<file path="config.mk">
export PLATFORM = sky130hd
export DESIGN_NAME = cla_arbiter
export DESIGN_NICKNAME = d
export VERILOG_FILES = /design/src/rtl/cla_arbiter_pkg.sv /design/src/rtl/cla_arbiter_cla32.sv /design/src/rtl/cla_arbiter.sv
export SDC_FILE = /design/constraint.sdc
export NUM_CORES = 1
export LEC_CHECK = 0
export CAP_MARGIN = 20
export CORE_ASPECT_RATIO = 0.7
export CORE_MARGIN = 4
export CORE_UTILIZATION = 30
export CTS_BUF_LIST = sky130_fd_sc_hd__clkbuf_8
export DETAILED_ROUTE_END_ITERATION = 7
export PLACE_DENSITY = 0.62
export SYNTH_ARGS = -nofsm -noshare
export SYNTH_HDL_FRONTEND = slang
export SYNTH_SLANG_ARGS = --single-unit
</file>
<file path="constraint.sdc">
create_clock -name clk -period 5.8 [get_ports clk]
set_input_delay 1.16 -clock clk [delete_from_list [all_inputs] [get_ports clk]]
set_output_delay 1.16 -clock clk [all_outputs]
set_load 0.01 [all_outputs]
</file>
<file path="src/rtl/cla_arbiter_pkg.sv">
// -----------------------------------------------------------------------------
// cla_arbiter_pkg
// Shared constants and types for the two-requester adder arbiter and the
// cla32 carry-lookahead adder it wraps.
//   ADD_W   : adder operand width
//   NUM_REQ : number of requesters sharing the adder
//   GRP_W   : lookahead group size used inside cla32
// -----------------------------------------------------------------------------
package cla_arbiter_pkg;

  localparam int ADD_W   = 32;
  localparam int NUM_REQ = 2;
  localparam int GRP_W   = 4;

  typedef logic [ADD_W-1:0] word_t;

endpackage

</file>
<file path="src/rtl/cla_arbiter_cla32.sv">
// -----------------------------------------------------------------------------
// cla32
// 32-bit carry-lookahead adder, purely combinational.
// Full lookahead inside each 4-bit group; group generate/propagate terms
// chain the carry from group to group.
// Ports:
//   a, b : operands
//   ci   : carry-in
//   s    : sum modulo 2^32
//   co   : carry out of bit 31
// -----------------------------------------------------------------------------
module cla32
  import cla_arbiter_pkg::*;
(
  input  logic [ADD_W-1:0] a,
  input  logic [ADD_W-1:0] b,
  input  logic             ci,
  output logic [ADD_W-1:0] s,
  output logic             co
);

  localparam int NGRP = ADD_W / GRP_W;

  logic [ADD_W-1:0] g;
  logic [ADD_W-1:0] p;
  logic [ADD_W-1:0] c;
  logic [NGRP:0]    gc;   // carry into each group, gc[NGRP] is the final carry

  assign g     = a & b;
  assign p     = a ^ b;
  assign gc[0] = ci;

  generate
    for (genvar gi = 0; gi < NGRP; gi++) begin : g_grp
      localparam int B = gi * GRP_W;
      logic grp_g;
      logic grp_p;

      assign c[B]   = gc[gi];
      assign c[B+1] = g[B] | (p[B] & gc[gi]);
      assign c[B+2] = g[B+1] | (p[B+1] & g[B]) | (p[B+1] & p[B] & gc[gi]);
      assign c[B+3] = g[B+2] | (p[B+2] & g[B+1]) | (p[B+2] & p[B+1] & g[B])
                    | (p[B+2] & p[B+1] & p[B] & gc[gi]);

      assign grp_g = g[B+3] | (p[B+3] & g[B+2]) | (p[B+3] & p[B+2] & g[B+1])
                   | (p[B+3] & p[B+2] & p[B+1] & g[B]);
      assign grp_p = &p[B+3:B];

      assign gc[gi+1] = grp_g | (grp_p & gc[gi]);
    end
  endgenerate

  assign s  = p ^ c;
  assign co = gc[NGRP];

endmodule

</file>
<file path="src/rtl/cla_arbiter.sv">
// -----------------------------------------------------------------------------
// cla_arbiter
// Shares one cla32 between two requesters through a two-stage pipeline:
//   S1 : captured operands feeding cla32
//   S2 : registered sum/carry driving the response port
// Round-robin arbitration with a 1-bit last-grant pointer.
// Ports:
//   clk, reset_n                  : clock, async active-low reset
//   reqN_valid/a/b/ci, reqN_ready : request ports (N = 0, 1), valid/ready
//   rsp_valid/id/s/co, rsp_ready  : response port, valid/ready
//   busy                          : either pipeline stage occupied
// -----------------------------------------------------------------------------
module cla_arbiter
  import cla_arbiter_pkg::*;
(
  input  logic             clk,
  input  logic             reset_n,
  input  logic             req0_valid,
  input  logic [ADD_W-1:0] req0_a,
  input  logic [ADD_W-1:0] req0_b,
  input  logic             req0_ci,
  output logic             req0_ready,
  input  logic             req1_valid,
  input  logic [ADD_W-1:0] req1_a,
  input  logic [ADD_W-1:0] req1_b,
  input  logic             req1_ci,
  output logic             req1_ready,
  output logic             rsp_valid,
  output logic             rsp_id,
  output logic [ADD_W-1:0] rsp_s,
  output logic             rsp_co,
  input  logic             rsp_ready,
  output logic             busy
);

  logic               s1_valid_reg;
  logic               s1_id_reg;
  word_t              s1_a_reg;
  word_t              s1_b_reg;
  logic               s1_ci_reg;
  logic               s2_valid_reg;
  logic               s2_id_reg;
  word_t              s2_s_reg;
  logic               s2_co_reg;
  logic               last_grant_reg;

  logic [NUM_REQ-1:0] grant;
  logic               s2_load;
  logic               accept_en;
  logic               handshake;
  word_t              sum;
  logic               sum_co;

  // S2 can take new data when empty or being drained this cycle; S1 can
  // take a new op when empty or when it moves into S2 this cycle.
  assign s2_load   = !s2_valid_reg || rsp_ready;
  assign accept_en = !s1_valid_reg || s2_load;

  // On contention the requester other than the last winner gets the grant.
  always_comb begin
    grant    = '0;
    grant[0] = req0_valid && (!req1_valid || last_grant_reg);
    grant[1] = req1_valid && (!req0_valid || !last_grant_reg);
  end

  // reset_n is folded in because the cleared pipeline would otherwise
  // report space available while reset is held.
  assign req0_ready = reset_n && accept_en && grant[0];
  assign req1_ready = reset_n && accept_en && grant[1];
  assign handshake  = req0_ready || req1_ready;

  cla32 u_cla32 (
    .a  (s1_a_reg),
    .b  (s1_b_reg),
    .ci (s1_ci_reg),
    .s  (sum),
    .co (sum_co)
  );

  always_ff @(posedge clk or negedge reset_n) begin
    if (!reset_n) begin
      s1_valid_reg   <= 1'b0;
      s1_id_reg      <= 1'b0;
      s2_valid_reg   <= 1'b0;
      s2_id_reg      <= 1'b0;
      s2_s_reg       <= '0;
      s2_co_reg      <= 1'b0;
      last_grant_reg <= 1'b1;
    end else begin
      if (accept_en) begin
        s1_valid_reg <= handshake;
      end
      if (handshake) begin
        s1_id_reg      <= grant[1];
        last_grant_reg <= grant[1];
      end
      if (s2_load) begin
        s2_valid_reg <= s1_valid_reg;
        if (s1_valid_reg) begin
          s2_id_reg <= s1_id_reg;
          s2_s_reg  <= sum;
          s2_co_reg <= sum_co;
        end
      end
    end
  end

  // Operand registers need no reset: they are only observed behind s1_valid.
  always_ff @(posedge clk) begin
    if (handshake) begin
      s1_a_reg  <= grant[1] ? req1_a  : req0_a;
      s1_b_reg  <= grant[1] ? req1_b  : req0_b;
      s1_ci_reg <= grant[1] ? req1_ci : req0_ci;
    end
  end

  assign rsp_valid = s2_valid_reg;
  assign rsp_id    = s2_id_reg;
  assign rsp_s     = s2_s_reg;
  assign rsp_co    = s2_co_reg;
  assign busy      = s1_valid_reg || s2_valid_reg;

endmodule

</file>
After elaboration in Yosys (flattened, before gate mapping):

Index checks and enable logic that the tools add are counted.

* input bits: 135
* register bits after elaboration: 103
* word-level logic and storage cells: 241

* bitwise gates (word level): 203
* multiplexer cells: 3
* reduce and logical (&&, ||, !) cells: 25

Operators with widths (count)
* $and A1 B1 Y1: 120
* $or A1 B1 Y1: 80
* $mux W32: 2
* $xor A32 B32 Y32: 2
* $and A32 B32 Y32: 1
* $reduce_and A4 Y1: 8
* $logic_or A1 B1 Y1: 6
* $logic_and A1 B1 Y1: 5
* $logic_not A1 Y1: 5
* $reduce_and A2 Y1: 1
* $mux W1: 1

Longest topological paths before layout:

Gate-level depths: netlist of the first run.

* word-level depth: 21
* gate-level depth with buffers: 11
* mapped depth without buffers: 11

Modules after synthesis:

From an unflattened synthesis of the first run, not the netlist that was laid out.

* cells, all modules: 386
* area, all modules: 5700.5 um^2

Modules (own cells, without submodules)
* cla_arbiter: area each 4354.2 um^2, instances 1, seq. area each 2904.0 um^2, cells an instance 227
* cla32: area each 1346.3 um^2, instances 1, seq. area each 0.0 um^2, cells an instance 159

Worst setup path after synthesis of the first run:

No wires, ideal clock.

* kind: input to register
* from: in req1_valid
* to: reg s1_a_reg[0] (enable)
* cell stages on the path: 3
* arrival: 2606 ps
* setup slack: 2799 ps
* data required time: 5405 ps
* path buffers: 0
* setup time: 395 ps
* path through: a21boi_0 > and3_1 > or2_2

* elaborated cells between the ends (all ways): 7
* those cells by class: 7 x reduce/logical

RTL lines
* start: declaration: line cla_arbiter.sv:23 `input logic req1_valid,`
* $logic_and A1 B1 Y1: line cla_arbiter.sv:63 `grant[1] = req1_valid && (!req0_valid || !last_grant_reg);`
* $logic_and A1 B1 Y1: line cla_arbiter.sv:69 `assign req1_ready = reset_n && accept_en && grant[1];`
* net req1_ready: line cla_arbiter.sv:27 `output logic req1_ready,`
* $logic_or A1 B1 Y1: line cla_arbiter.sv:70 `assign handshake = req0_ready || req1_ready;`
* net handshake: line cla_arbiter.sv:50 `logic handshake;`
* end signal: assignment: line cla_arbiter.sv:111 `s1_a_reg <= grant[1] ? req1_a : req0_a;`
* end: declaration: line cla_arbiter.sv:38 `word_t s1_a_reg;`

The timed path passes the listed nets, and every way through them passes these cells.
A chain may end at the register's enable or synchronous reset.

Final worst setup path of the first run:

* from: in req0_valid
* to: out req1_ready

* longest elaborated chain between the ends: 4

Ends and longest elaborated chain
* start: declaration: line cla_arbiter.sv:18 `input logic req0_valid,`
* $logic_not A1 Y1: line cla_arbiter.sv:63
* $logic_or A1 B1 Y1: line cla_arbiter.sv:63
* $logic_and A1 B1 Y1: line cla_arbiter.sv:63
* $logic_and A1 B1 Y1: line cla_arbiter.sv:69
* end: declaration: line cla_arbiter.sv:27

No other way between the ends.

==> results of run 1 <==
## final cells by class
type,instances,area [um2]
fillers,1657,9820
flip-flops and latches,103,2900
multi-input cells,308,2460
repair buffers,176,1750
well taps,231,289
clock buffers,10,138
clock inverters,6,103
inverters,15,56.3
## cell families (layout without fill, tap and decap cells)
kind of cell,count (synthesis),after routing,share of synthesized area [%]
xor gates and xnor gates,17,17,2.73
buffers and inverters,29,207,1.99
muxes,65,65,13.4
and+or+nand+nor,103,103,8.85
DFF,103,103,53.2
AOI/OAI and AO/OA,83,83,9.56
adders and majority gates,40,40,10.3
## layer usage
metal | up-vias | GRT usage, % | routed length (um)
met2 | 123 | 19.8 | 5710
met4 | 0 | 2.51 | 82
met1 | 1832 | 17.1 | 6030
met5 | - | 0 | 0
li1 | 1951 | - | -
met3 | 8 | 4.01 | 1020
## worst register-to-register path: stages (launching register included)
cell and delay [ns]:
edfxtp_1 0.41, ha_1 0.32, a211oi_1 0.31, or4b_4 0.22
nand2_2 0.06, nor2_2 0.19, o21ai_1 0.14, a21o_1 0.21
a21o_1 0.19, fa_1 0.38, xnor2_1 0.18, o21ai_0 0.10
## placed cells by master (no fill, tap or decap), types with 5 or more instances in the layout
cell               n
a21oi_1           18
nand2_1           58
a21o_1             5
fa_1               8
edfxtp_1          65
clkbuf_8          10
inv_1             17
mux2_2            65
o21ai_0           19
o31ai_1            6
nor2_1            10
xnor2_1           13
nand2b_1           5
o21ai_1           11
ha_1              32
clkdlybuf4s50_1  171
dfrtp_1           37
## path summary, 6_finish.rpt
check	from	endpoint	slack (ns)	cells after the start
hold reg to reg	s1_id_reg	rsp_id	0.49	2
min in group asynchronous	reset_n	rsp_valid	0.73	1
max in group asynchronous	reset_n	rsp_s[20]	4.40	2
setup / recovery	req0_valid	req1_ready	1.63	5
setup reg to reg	s1_a_reg[0]	rsp_s[13]	2.97	11
hold / removal	s1_id_reg	rsp_id	0.49	2
## where the power goes
part	internal (mW)	switching, mW
logic	0.506	0.432
clock network	0.295	0.239
registers	0.975	0.0995
## stage by stage
stage / area, um2 / instances
final: 7700 / 849
after global routing: 7700 / 849
after CTS: 7700 / 849
after detailed placement: 7460 / 833
after global placement: 7460 / 833
after floorplan: 5460 / 440
==> results list, run 1 <==
- The run finished with clean final reports.
* Post-synth cell types: 51
- Setup total negative slack on the finished layout was measured at 0 ns.
* Post-route minimum period: 4.17 ns
* Type of origin of the critical path: input pin
* Synthesized netlist cell count: 440
- CP Cell Sequence: clkdlybuf4s50_1 > a21boi_4 > buf_4 > and3_1 > clkdlybuf4s50_1
- # IOs: 173
* Path category of the worst min-delay check: flip-flop to flip-flop
- Critical Path End Type: primary output
- The number of clock buffers added by TritonCTS is 9.
- Critical path's top delay family: buffers and inverters
- Across the run, the number of max-cap violations was 0.
- Combined area of all synthesized cells: 5460 um2
- Max FO, Critical Path: 31
- Setup fix buffers added after clock tree synthesis: 0
- Pre-CTS setup slack: 1.62 ns
* Worst path buffer plus inverter count: 3
- Class of the most critical setup path: input pin to primary output
- The longest clock path from root to sink contains 2 buffers.
- DRC violations left: 0
* Via count of the first global-routing pass: 4065
- Counting flops with an async set or reset pin after synthesis yields a share of 36.9%.
- Among all flip-flop cells after synthesis, the most frequent one is edfxtp_1.
* Signal arrival time at the worst endpoint: 3.01 ns
* Highest achievable clock rate: 240 MHz
* Total global-route track usage: 12.6%
- The congestion estimate from routability-driven global placement came to 0.828.
* Number of resized instances in the post-cts repair step: 0
* Number of buffers added to fix hold violations after cts: 0
- Yosys printed 0 warnings.
* Core outline area: 17500 um2
* Final worst hold slack: 0.486 ns
- In this run the horizontal extent of the chip is 169 um.
- The share of synthesized area in the top cell type comes to 35.8%.
- In this run, the number of DRC markers left after iteration 0 of detailed routing was 135.
- The number of antenna diodes in the final layout is 0.
- Initial Utilization: 31.2%
- The analysis attributes to cell leakage a power of 3.00 nW.
- Die outline area: 20500 um2
* Post-detailed-placement half-perimeter wirelength: 10.1 mm
- The first global-routing pass estimated 20.4 mm of wire.
- The number of pins with negative max-slew slack in the final report is 0.
- In this run the core area contains 40 standard-cell rows.
* Wire length reported by the detailed router: 12.8 mm
- Layout Nets: 788
- Vertical die dimension: 121 um
- Setup repair after global routing missed its margin: false
- Cell with the most instances on the worst path: clkdlybuf4s50_1
* Utilization after layout: 44.0%
* Crit path max-delay cell type: clkdlybuf4s50_1
* Initial antenna violation count: 0
* Number of clock sinks: 103
- Net Count, Synth: 615
- Worst Max-Slew Pin Slew: 0.924 ns
- Layout Area Growth over Synthesis: 41.0%
- Global routing finished with a remaining overflow of 0.
* Clock transition at the registers of the reported paths: 0.09 ns
* Cell type contributing the most total cell area after synthesis: edfxtp_1
- Slew headroom: 38.4%
- Total power after layout: 2.55 mW
- Final setup violation count: 0
- After synthesis the netlist holds a flip-flop and latch count of 103.
- Synth cell count leaders: edfxtp_1 (65), mux2_2 (65), nand2_1 (59), dfrtp_1 (37), ha_1 (32)
- Number of enable flip-flop cells after synthesis: 65
- Routed wirelength normalized by instance count: 15.1 um
- Clk_lat worst skew: 0.36 ns
- In the routed layout, each cell is associated on average with a via count of 4.61.
- Crit path largest cell delay: 0.56 ns
- Count of nets left with antenna violations after detail routing: 0
* Iteration count of the initial detailed-routing pass: 4
- Final hold violation count: 0
- Smallest setup slack after layout: 1.63 ns
- Overall via count from detail_route: 3914
- TritonCTS built the clock tree.
- VDD sags by at most 135 uV.
* Period Utilization, post-route: 71.9%
- Clock tree synthesis selected as its root buffer the cell clkbuf_8.
- Entering global routing, the biggest net connects 67 pins.
- For the worst setup path, the data required time is 4.64 ns.
* Ratio of total power to cell area: 331 nW/um2
* Post-route clock skew: 0.0139 ns
- Each instance of the synthesized netlist takes up on average 12.4 um2.
- Portion of the post-synthesis area used by sequential elements: 53.2%
* Maximum level of the CTS H-tree: 3
- Share of cells above drive strength 1: 15.9%
- Ranked by total cell area, the synthesized netlist is headed by edfxtp_1 (36%), dfrtp_1 (17%), mux2_2 (13%), ha_1 (7.3%), nand2_1 (4.1%).
- Port buffer count: 172
(Power assumes the default switching activity.)
==> run 2, diff against run 1 <==
PLACE_DENSITY = 0.64   (was 0.62)
clock period = 3.7 ns   (was 5.8 ns; I/O delays follow)
==> run 2 against run 1 <==
Effect of this change: sequential share of layout area rose by 0.23 points; hold slack got worse by 0.0047 ns; clock power rose by 20%; total power rose by 49%; flip-flop and latch count did not move; sequential power rose by 57%; clock-buffer cell count fell by 1; combinational power rose by 58%; largest cell class unchanged; largest power group unchanged.
==> results list, run 2 (same netlist as run 1, synthesis figures left out) <==
- The run finished with clean final reports.
* Setup repair after global routing missed its margin: false
* Critical path's top delay family: buffers and inverters
- The hold buffer count at cts was 0 (unchanged).
- Final worst hold slack: 0.481 ns (-0.00474 ns)
- Cell with the most instances on the worst path: clkdlybuf4s50_1
- The number of clock sinks seen by CTS is 103 (unchanged).
- Commonest non-fill, non-tap cells in the layout: clkdlybuf4s50_1 (171), mux2_2 (65), edfxtp_1 (65), nand2_1 (58), dfrtp_1 (37)
- The endpoint identified for the worst register-to-register timing path is rsp_s[28].
- The total setup violations reported at the end of the flow came to 0 (unchanged).
* Total power after layout: 3.80 mW (+49%)
* Source of the worst register-to-register timing path: s1_a_reg[6]
* Maximum level of the CTS H-tree: 3 (unchanged)
* Clk_lat worst skew: 0.36 ns (about the same)
* Cell depth of the worst flop-to-flop path: 10 (-1)
- Slew headroom: 49.8% (+11 points)
* Most common cell after layout, fill and taps aside: clkdlybuf4s50_1
- The number of buffers added for setup after CTS was 0 (unchanged).
- The number of filler cells placed in the layout was 1605 (-3.1%).
- The largest fanout on the critical path is 4 (-87%).
- Maximum count of clock buffers along a single path: 2 (unchanged)
- Core outline area: 17500 um2 (unchanged)
* GR Overflow Total: 0 (unchanged)
* Routed wirelength normalized by instance count: 15.4 um (+1.9%)
* Stages on worst setup path: 4 (-1)
- Number of buffers created by CTS: 9 (unchanged)
* Total instance count after detailed placement: 834 (+0.12%)
* Ratio of total power to cell area: 497 nW/um2 (+50%)
* Layout Area Growth over Synthesis: 40.2%
* Pin count of the biggest net entering global routing: 42 (-37%)
- The post-route core utilization is 43.7% (-0.27 points).
- The slowest stage of the critical path belongs to the cell clkdlybuf4s50_1.
- GP Congestion: 0.854 (+3.1%)
* Initial antenna violation count: 0 (unchanged)
- The measured slew at the worst slew-check pin is 0.751 ns (-0.173 ns).
- The number of pins with negative max-slew slack in the final report was 0 (unchanged).
* Design area: 7650 um2 (-0.62%)
- Static leakage: 2.96 nW (-1.4%)
* Die outline area: 20500 um2 (unchanged)
* Port buffer count: 172 (unchanged)
* Via count of the first global-routing pass: 4198 (+3.3%)
- CP Cell Sequence: clkdlybuf4s50_1 > a21boi_4 > and3_1 > clkdlybuf4s50_1
- Max rail drop VDD: 283 uV (+110%)
* Clock transition at the registers of the reported paths: 0.10 ns (about the same)
- The vertical die dimension was 121 um (unchanged).
- Derived from the worst setup path, the maximum achievable clock frequency is 335 MHz.
- Wire length reported by the detailed router: 13.1 mm (+2.0%)
- The number of cell rows is 40 (unchanged).
- The net count of the finished layout was 789 (+0.13%).
* Post-route clock skew: 0.0116 ns (-0.00230 ns)
* # IOs: 173 (unchanged)
* Worst setup path startpoint: req1_valid
* Worst endpoint required time: 2.96 ns (-1.68 ns)
- The number of standard cells in the layout, taps in and fillers out was 850 (+0.12%).
* TritonCTS clock tree: done
* Initial Utilization: 31.2% (unchanged)
- The worst-case setup margin in the final layout was 0.718 ns (-0.913 ns).
* Instance area at placement: 7480 um2 (+0.27%)
- The HPWL after detailed placement was 10.1 mm (+0.29%).
- Global-route wire length before repair: 21.0 mm (+2.8%)
* Flop2flop setup slack: 0.90 ns (-2.07 ns)
- Maximum Capacitance Violations: 0 (unchanged)
- The register area came to 2900 um2 (unchanged).
* Critical Path End Type: primary output
* Signal arrival time at the worst endpoint: 2.24 ns (-0.77 ns)
- Final-layout setup total negative slack: 0 ns (unchanged)
- The worst hold path belongs to the class input pin to async pin.
* Final hold violation count: 0 (unchanged)
- Iteration count of the initial detailed-routing pass: 5 (+1)
- The clock period could shrink to 2.98 ns.
* Type of origin of the critical path: input pin
* Diode insertion count for antenna repair: 0 (unchanged)
- The critical path ends at req1_ready.
- Die extent in x: 169 um (unchanged)
- Class of the most critical setup path: input pin to primary output
- Count of nets left with antenna violations after detail routing: 0 (unchanged)
- Number of resized instances in the post-cts repair step: 0 (unchanged)
- The peak per-stage delay on the critical path came to 0.57 ns (about the same).
- The share of post-route cells with drive strength above 1 is 16.2% (+0.30 points).
- Overall via count from detail_route: 3932 (+0.46%)
* Period Utilization, post-route: 80.6%
- The footprint of the multi-input gates is 2460 um2 (unchanged).
- Worst path buffer plus inverter count: 2 (-1)
- DRC violations left: 0 (unchanged)
- Via/cell ratio: 4.63 (+0.34%)
* Total global-route track usage: 12.8% (+0.23 points)
* Initial DRC count: 152 (+13%)
- Root buffer selected by CTS: clkbuf_8
* Pre-CTS setup slack: 0.728 ns (-0.891 ns)
run 2: cell types whose count changed in the layout (fill, tap and decap cells not counted):
cell,previous run,this run
bufinv_16,3,0
clkinvlp_4,0,3
inv_1,17,15
buf_12,0,1
clkbuf_8,10,9
clkinv_1,0,1
clkinv_4,0,1
inv_6,0,1
run 2: worst min path at each step:
stage | startpoint | end | slack [ns] | depth (start not counted)
3_3_place_gp | rsp_s[12] | rsp_s[12] | 0.47 | 2
5_1_grt | reset_n | rsp_co | 0.50 | 2
2_1_floorplan | reset_n | rsp_co | 0.44 | 0
4_1_cts | reset_n | rsp_co | 0.46 | 2
3_5_place_dp | rsp_s[12] | rsp_s[12] | 0.47 | 2
6_report | reset_n | rsp_co | 0.48 | 2
run 2: power by group:
| group | total, mW | internal [mW] | switching [mW] |
|---|---|---|---|
| clock | 0.643 | 0.245 | 0.398 |
| sequential | 1.68 | 1.53 | 0.152 |
| combinational | 1.48 | 0.798 | 0.685 |
| total | 3.80 | 2.57 | 1.23 |
run 2: layout make-up:
type / count / share of cell area, %
sequential: 103 / 38.0
multi-input combinational: 308 / 32.2
timing repair buffer: 177 / 23.1
tap: 231 / 3.78
clock buffer: 9 / 1.62
inverter: 15 / 0.736
clock inverter: 7 / 0.638
run 2: layer usage:
metal  up-vias  GRT usage [%]  part of all wire, %
met1      1841           17.2                   47
met4         0           2.71                  1.0
met3        12           4.01                  7.7
li1       1949              -                    -
met5         -              0                    0
met2       130           20.5                   44
run 2: worst register-to-register path: stages, from the launching register on:
cell and delay (ns):
edfxtp_1 0.39, ha_1 0.37, nand4_1 0.14, or4b_4 0.53, a21bo_1 0.22, a21oi_2 0.24, o21ai_1 0.16, nand2_1 0.12
fa_1 0.41, nand2_1 0.07, nand2_1 0.05
==> run 3, diff against run 2 <==
clock period = 2.5 ns   (was 3.7 ns; I/O delays follow)
==> run 3 against run 2 <==
Effect of this change: clock power is 57% higher; non-clock buffer count rose by 38; critical endpoint is now rsp_s[24]; largest cell class unchanged; first-iteration DRC count is 20% higher; total power up 58%; sequential power up 49%; the flow now finishes with violations (setup timing); cell count is 4.5% higher; wire length up 7.1%; clock-buffer cell count rose by 2; highest routed layer unchanged.
==> results list, run 3 (same netlist as run 1, synthesis figures left out) <==
- NetSw: 1.94 mW (+57%)
- Ratio of total power to cell area: 726 nW/um2 (+46%)
- DRC violations left: 0 (unchanged)
* Setup repair after global routing missed its margin: true
- Post-route minimum period: 2.68 ns
* Layout Area Growth over Synthesis: 52.1%
* Sequential power share: 41.6% (-2.5 points)
* Via/cell ratio: 4.68 (+1.1%)
- In this run the worst setup path begins at s1_a_reg[0].
* Vertical die dimension: 121 um (unchanged)
- The number of clock sinks seen by CTS is 103 (unchanged).
* Max FO, Critical Path: 2 (-2)
- The flow ran to the end, but the final reports show violations.
* Class of the most critical setup path: flip-flop to flip-flop
- The clock tree buffer depth was 2 (unchanged).
- Diode insertion count for antenna repair: 0 (unchanged)
* Overall via count from detail_route: 4152 (+5.6%)
- Commonest non-fill, non-tap cells in the layout: clkdlybuf4s50_1 (169), mux2_2 (65), edfxtp_1 (65), nand2_1 (56)
- Clock network power share: 16.7% (-0.2 points)
- The total congestion overflow was 0 (unchanged).
* # IOs: 173 (unchanged)
- The post-route core utilization is 47.4% (+3.7 points).
* Period Utilization, post-route: 107%
- Worst Max-Slew Pin Slew: 0.620 ns (-0.131 ns)
- Highest achievable clock rate: 373 MHz
- Final worst hold slack: 0.137 ns (-0.344 ns)
- Routed wirelength normalized by instance count: 15.8 um (+2.5%)
- The post-route setup TNS was -1.25 ns (-1.25 ns).
- The area after detailed placement came to 7760 um2 (+3.8%).
- Max rail drop VDD: 382 uV (+35%)
- Design area: 8300 um2 (+8.5%)
- The headroom to the max-slew limit was 58.7% (+8.9 points).
- The worst-case setup margin in the final layout came to -0.180 ns (-0.898 ns).
- The initial cell density of the core is 31.2% (unchanged).
- Maximum level of the CTS H-tree: 3 (unchanged)
- Static leakage: 3.22 nW (+9.0%)
- The total setup violations reported at the end of the flow is 11 (+11).
* Pre-CTS setup slack: -0.236 ns (-0.964 ns)
- Type of origin of the critical path: flip-flop
- The total CTS buffers came to 9 (unchanged).
- The initial antenna violation count was 0 (unchanged).
- The library cell used most frequently in the layout, excluding fill and tap cells, is clkdlybuf4s50_1.
- Initial DRC count: 182 (+20%)
* Total instance count after detailed placement: 868 (+4.1%)
- The data required time at the worst endpoint came to 2.76 ns (-0.20 ns).
* Non-filler cells, final: 888 (+4.5%)
* Port buffer count: 172 (unchanged)
- The tree is rooted in a clkbuf_8.
- Critical Path End Type: flip-flop
- Cell depth of the worst flop-to-flop path: 11 (+1)
- The cell internal power dissipation is 4.09 mW (+59%).
- The number of pins with negative max-slew slack in the final report came to 0 (unchanged).
- Post-detailed-placement half-perimeter wirelength: 10.6 mm (+5.2%)
- The routability congestion estimate from global placement was 0.784 (-8.2%).
- The net count of the finished layout came to 827 (+4.8%).
- Combinational Power Share: 41.7% (+2.7 points)
- TritonCTS built the clock tree.
- Share of cells above drive strength 1: 26.9% (+11 points)
- The data arrival time at the worst-slack endpoint is 2.94 ns (+0.70 ns).
* Iteration count of the initial detailed-routing pass: 4 (-1)
- Source of the worst register-to-register timing path: s1_a_reg[0]
* Post-route clock skew: 0.0118 ns (+0.000185 ns)
- Net Sw Frac: 32.2% (-0.24 points)
* Path category of the worst min-delay check: input pin to async pin
- Endpoint of the most critical setup path: rsp_s[24]
- The number of max-capacitance violations reported was 0 (unchanged).
- Pin count of the biggest net entering global routing: 67 (+60%)
- The hold buffer count at cts came to 0 (unchanged).
* Total global-route track usage: 13.6% (+0.83 points)
* Die outline area: 20500 um2 (unchanged)
- Via count of the first global-routing pass: 4466 (+6.4%)
- The global-route wire length before repair came to 22.3 mm (+6.3%).
- Clk_lat worst skew: 0.36 ns (about the same)
* Total power after layout: 6.03 mW (+58%)
* Failing checks: setup timing
- The number of cell rows came to 40 (unchanged).
- Final hold violation count: 0 (unchanged)
* Wire length reported by the detailed router: 14.0 mm (+7.1%)
* Die extent in x: 169 um (unchanged)
- The register-to-register path setup slack is -0.18 ns (-1.08 ns).
- Count of nets left with antenna violations after detail routing: 0 (unchanged)
- The area inside the core boundary is 17500 um2 (unchanged).
- The clock transition time at the flip-flop clock pins of the worst setup and hold paths came to 0.10 ns (about the same).
- The worst register-to-register path ends at rsp_s[24].
==> run 3: cell count changes in the layout (fill, tap and decap cells not counted), moves of 3 or more <==
cell     delta
buf_4      +33
ha_1       -13
ha_4       +13
a21oi_1     -8
a21oi_2     +7
buf_6       +3
o21ai_0     -3
o21ai_2     +3
==> run 3: critical path, stage by stage (launching register included) <==
cell and delay, ns:
edfxtp_1 0.45, ha_4 0.31, a211oi_4 0.06, or4b_4 0.58, a21bo_4 0.25, a21oi_4 0.17, buf_6 0.12, nor2_1 0.03
inv_1 0.08, fa_1 0.42, nand2_1 0.07, nand2_1 0.05
==> run 3: worst min path at each step <==
stage / from / end
global placement: s1_id_reg / rsp_id
CTS: reset_n / rsp_s[8]
detailed placement: s1_id_reg / rsp_id
finish: reset_n / rsp_s[31]
floorplan: reset_n / rsp_co
global route: reset_n / s1_valid_reg
==> run 3: layout make-up <==
| type | instances | area (um2) |
|---|---|---|
| Clock buffer | 11 | 151 |
| Clock inverter | 5 | 40.0 |
| Fill cell | 1549 | 9210 |
| Inverter | 15 | 56.3 |
| Multi-Input combinational cell | 308 | 2770 |
| Sequential cell | 103 | 2900 |
| Tap cell | 231 | 289 |
| Timing Repair Buffer | 215 | 2090 |
==> run 3: what timing repair did <==
action                     in CTS  in global routing
setup endpoints to repair      16                 24
setup buffers                   0                  4
resized for setup              21                 30
pin swaps                      16                 13
cloned                          0                  0
==> run 3: power by group through the flow <==
stage / Sequential, mW / Clock (mW) / Combinational, mW
final: 2.51 / 1.01 / 2.51
after global routing: 2.57 / 1.13 / 2.76
after CTS: 2.50 / 1.05 / 2.44
after detailed placement: 2.53 / 0 / 2.37
after global placement: 2.52 / 0 / 2.32
after floorplan: 2.61 / 0 / 0.992
==> run 3: per-layer routing <==
layer	share of wire (%)	track usage, %
met5	0	0
met4	0.66	2.61
met3	7.6	4.10
met2	46	22.6
met1	45	17.8
